==> src/rtl/two_comp_add.sv <==
// two_comp_add: parameterised two's-complement adder/subtractor.
//
// c_in selects the operation (0: x + y, 1: x - y). Subtraction is done as
// x + ~y + 1 by inverting y and reusing c_in as the carry-in.
//
// Ports:
//   clk       rising-edge clock for the registered stage
//   rst_n     asynchronous active-low reset (registered stage only)
//   x, y      WIDTH-bit two's-complement operands
//   c_in      mode / carry-in: 0 = add, 1 = subtract
//   in_valid  capture the current result into the output register
//   sum       combinational result (modulo 2^WIDTH)
//   c_out     combinational carry out of the MSB (subtract: 1 = no borrow)
//   sum_q     registered result
//   c_out_q   registered carry out
//   ovf_q     registered signed overflow
//   zero_q    registered sum_q == 0 flag (meaningful only with out_valid)
//   neg_q     registered sign bit of sum_q
//   out_valid registered outputs hold a fresh result this cycle
module two_comp_add #(
    parameter int unsigned WIDTH = 4
) (
    input  logic             clk,
    input  logic             rst_n,
    input  logic [WIDTH-1:0] x,
    input  logic [WIDTH-1:0] y,
    input  logic             c_in,
    input  logic             in_valid,
    output logic [WIDTH-1:0] sum,
    output logic             c_out,
    output logic [WIDTH-1:0] sum_q,
    output logic             c_out_q,
    output logic             ovf_q,
    output logic             zero_q,
    output logic             neg_q,
    output logic             out_valid
);

    localparam int unsigned MSB = WIDTH - 1;

    logic [WIDTH-1:0] t;
    logic [WIDTH:0]   full;
    logic             ovf;

    always_comb begin
        t    = y ^ {WIDTH{c_in}};
        // Extend to WIDTH+1 bits so the carry out of the MSB is kept.
        full = {1'b0, x} + {1'b0, t} + {{WIDTH{1'b0}}, c_in};
        sum  = full[WIDTH-1:0];
        c_out = full[WIDTH];
        // Overflow: operands share a sign and the result's sign differs.
        ovf  = (x[MSB] == t[MSB]) && (sum[MSB] != x[MSB]);
    end

    always_ff @(posedge clk or negedge rst_n) begin
        if (!rst_n) begin
            sum_q     <= '0;
            c_out_q   <= 1'b0;
            ovf_q     <= 1'b0;
            zero_q    <= 1'b0;
            neg_q     <= 1'b0;
            out_valid <= 1'b0;
        end else begin
            out_valid <= in_valid;
            if (in_valid) begin
                sum_q   <= sum;
                c_out_q <= c_out;
                ovf_q   <= ovf;
                zero_q  <= (sum == '0);
                neg_q   <= sum[MSB];
            end
        end
    end

endmodule

==> config.mk <==
export PLATFORM = sky130hd
export DESIGN_NAME = two_comp_add
export DESIGN_NICKNAME = d
export VERILOG_FILES = /design/src/rtl/two_comp_add.sv
export SDC_FILE = /design/constraint.sdc
export NUM_CORES = 1
export LEC_CHECK = 0
export ABC_AREA = 1
export CORE_UTILIZATION = 35
export CTS_CLUSTER_DIAMETER = 30
export DETAILED_ROUTE_END_ITERATION = 16
export GPL_TIMING_DRIVEN = 0
export PLACE_DENSITY_LB_ADDON = 0.1
export SYNTH_ARGS = -nofsm -noshare
export SYNTH_HDL_FRONTEND = slang
export SYNTH_SLANG_ARGS = --single-unit
==> constraint.sdc <==
create_clock -name clk -period 1.6 [get_ports clk]
set_clock_uncertainty 0.1 [all_clocks]
set_input_delay 0.32 -clock clk [delete_from_list [all_inputs] [get_ports clk]]
set_output_delay 0.32 -clock clk [all_outputs]
set_load 0.1 [all_outputs]
==> summary.md <==
| Metric | Value |
|---|---|
| Status | finished with violations |
| Failing checks | setup timing |
| Layout Cells excl Fill | 131 |
| HPWL after DPL | 964 µm |
| Crit Path Class | input port to primary output |
| Setup Viol. Count Final | 5 |
| Hold crit path type | input port to asynchronous set/reset pin |
| Share of cells above drive strength 1 | 63.5% |
| RR Startpoint | sum_q[2] |
| Combinational share of power | 71.9% |
| Worst path slowest cell | ha_4 |
| RSZ-0062 raised after global routing | yes |
| Pins Over Slew Limit | 0 |
| DRC viols | 0 |
| Max rail drop VDD | 0.664 mV |
| CORE AREA | 0.00151 mm² |
| Max incr delay on CP | 0.29 ns |
| Part of the power in registers | 17.0% |
| Setup tns final | -1.35 ns |
| CP Data Required Time | 1.18 ns |
| Switch Pwr | 0.790 mW |
| Vias/cell | 5.14 |
| Largest cells by area after synthesis | dfrtp_1, nand2_1, ha_1 |
| Net count, final | 132 |
| Num Clock Sinks | 8 |
| Clock power share | 11.1% |
| CP startpoint kind | input port |
| Synth Area in Simple Gates | 35.5% |
| Crit path DAT | 1.56 ns |
| Overall Global Routing Usage | 21.1% |
| Most frequent cells in the layout | buf_4, nand2_1, dfrtp_1 |
| Synth Instances | 69 |
| Pleak | 0.589 nW |
| P&R area growth vs syn | 117% |
| Most frequent cell on the critical path | nand2_4 |
| Final hold slack | 0.234 ns |
| Starting Density | 37.7% |
| Post-DR wirelength/cell | 15.5 µm |
| Htree depth | 1 |
| Die span in y | 42.3 µm |
| Via count | 673 |
| # rows | 14 |
| Gpl congestion | 0.683 |
| Critical Path Fanout Max | 4 |
| 1st-iter DRT viols | 22 |
| Initial antenna violation count | 0 |
| Average size of a mapped cell | 8.23 µm² |
| Die width | 42.3 µm |
| CTS Buf Count | 3 |
| Synth Area in XOR/XNOR | 4.63% |
| Core Util, Final | 81.7% |
| Number of global-route vias before repair | 630 |
| CTS max path bufs | 2 |
| Setup WS post-layout | -0.375 ns |
| Clock slew at reported path FFs | 0.06 ns |
| Yosys top cell area share | 35.2% |
| Internal | 0.686 mW |
| Synth Area in Compound Gates | 5.95% |
| Rel. slew slack | 64.0% |
| Mux contribution to synthesized area | 0% |
| Distinct cell type count after synthesis | 20 |
| WL final | 2030 µm |
| Root buf cell | clkbuf_4 |
| Post-synth net total | 85 |
| Slew @ Worst Pin | 0.542 ns |
| Largest net degree at the start of global routing | 9 |
| Sequential area share after synthesis | 35.2% |
| ANT cells | 0 |
| Pwr Density | 1200 mW/mm² |
| CP startpoint | c_in |
| Pre-CTS setup slack | -2.11 ns |
| Max Cap Viol | 0 |
| Switch share | 53.5% |
| Port Buffers | 25 |
| Register area | 201 µm² |
| Commonest non-fill, non-tap cell in the layout | buf_4 |
| Final hold vios | 0 |
| GRT overflow | 0 |
| DRT Pass-1 Iters | 4 |
| Synth warnings | 0 |
| Footprint of the multi-input gates | 484 µm² |
| Synth area leader | dfrtp_1 |
| CTS tree | built |
| Min cycle time layout | 1.98 ns |
| Adder-Cell Fraction of Synth Area | 10.1% |
| Dpl cells | 110 |
| Max Freq | 0.506 GHz |
| IO Count | 26 |
| Final Cycle Share | 123% |
| Clk_lat worst skew | 0.26 ns |
| Worst setup EP type | primary output |
| Die area | 0.00179 mm² |
| Largest family of logic cells by synthesized area | simple AND/OR/NAND/NOR gates |
| Antenna viol nets, final | 0 |
| Synthesized area | 568 µm² |
| Seq cells post-synth | 8 |
| First-pass GRT wire length | 2770 µm |
| # hold bufs at CTS | 0 |
| Fill count | 82 |
| Crit-path cells | buf_12, xor2_4, ha_4, nand2_4, inv_4, nand3_4, nand2_4, nand2_4, nand2_8, buf_12 |
## power by group through the flow
stage / registers, mW / clock network (mW) / logic, mW
final: 0.251 / 0.164 / 1.06
after global routing: 0.256 / 0.186 / 1.10
after CTS: 0.252 / 0.164 / 0.986
after detailed placement: 0.255 / 0 / 0.838
after global placement: 0.253 / 0 / 0.832
after floorplan: 0.481 / 0 / 0.430
## cells in the mapped netlist, drive strengths merged
cell type and n:
a31oi 2, clkinv 1, and2 1, nand3 8, xor2 3, o21bai 1, nand2 22, a21oi 2
buf 2, nor2 7, ha 3, fa 1, dfrtp 8, inv 8
## worst max-delay path, delay by kind of cell
family | cells | cell delay (ns)
adder cells (fa/ha/maj) | 1 | 0.29
buffers and inverters | 3 | 0.34
XOR/XNOR | 1 | 0.20
AND/OR/NAND/NOR | 5 | 0.40
## registers in the layout (all words and copies together), names as in the netlist
name and count:
sum_q 4, c_out_q 1, out_valid 1, ovf_q 1, zero_q 1
## metrics by stage
| stage | power (mW) | instance area, µm² |
|---|---|---|
| 2_1_floorplan | 0.912 | 661 |
| 3_3_place_gp | 1.09 | 931 |
| 3_5_place_dp | 1.09 | 931 |
| 4_1_cts | 1.40 | 1180 |
| 5_1_grt | 1.54 | 1230 |
| 6_report | 1.48 | 1230 |
## layout make-up
type                    instances  area share, %
plain buffers                   2           1.22
clock buffers                   4           2.13
inverters                       9           4.98
multi-input cells              50           39.3
flip-flops and latches          8           16.4
well taps                      16           1.63
repair buffers                 42           34.3
## metal layers
metal	part of all wire (%)	track usage [%]	wire (µm)	vias to the layer above
li1	-	-	-	309
met1	41	24.4	827	317
met2	51	36.6	1040	38
met3	4.6	2.16	94	9
met4	3.4	13.1	70	0
met5	0	0	0	-
## what timing repair did
item                                    in CTS  in global routing
endpoints found under the setup margin      20                 13
resized for setup                          121                 19
pin swaps                                   18                 10
setup buffers                               13                  4
## cells by family after synthesis
| logic type | after synthesis |
|---|---|
| simple gates | 38 |
| flops | 8 |
| compound gates | 5 |
| fa+ha+maj | 4 |
| buf+inv | 11 |
| xor+xnor | 3 |
## worst paths after layout
path                       endpoint  cells past startpoint  slack [ns]
max in group asynchronous  sum_q[3]                      1        0.89
setup / recovery             sum[3]                     10       -0.38
setup reg to reg           sum_q[2]                      2        0.86
hold reg to reg               ovf_q                      2        0.38
min in group clk           sum_q[0]                      3        0.29
hold / removal             sum_q[1]                      1        0.23
Note: power is estimated with default switching activity, not from simulation.
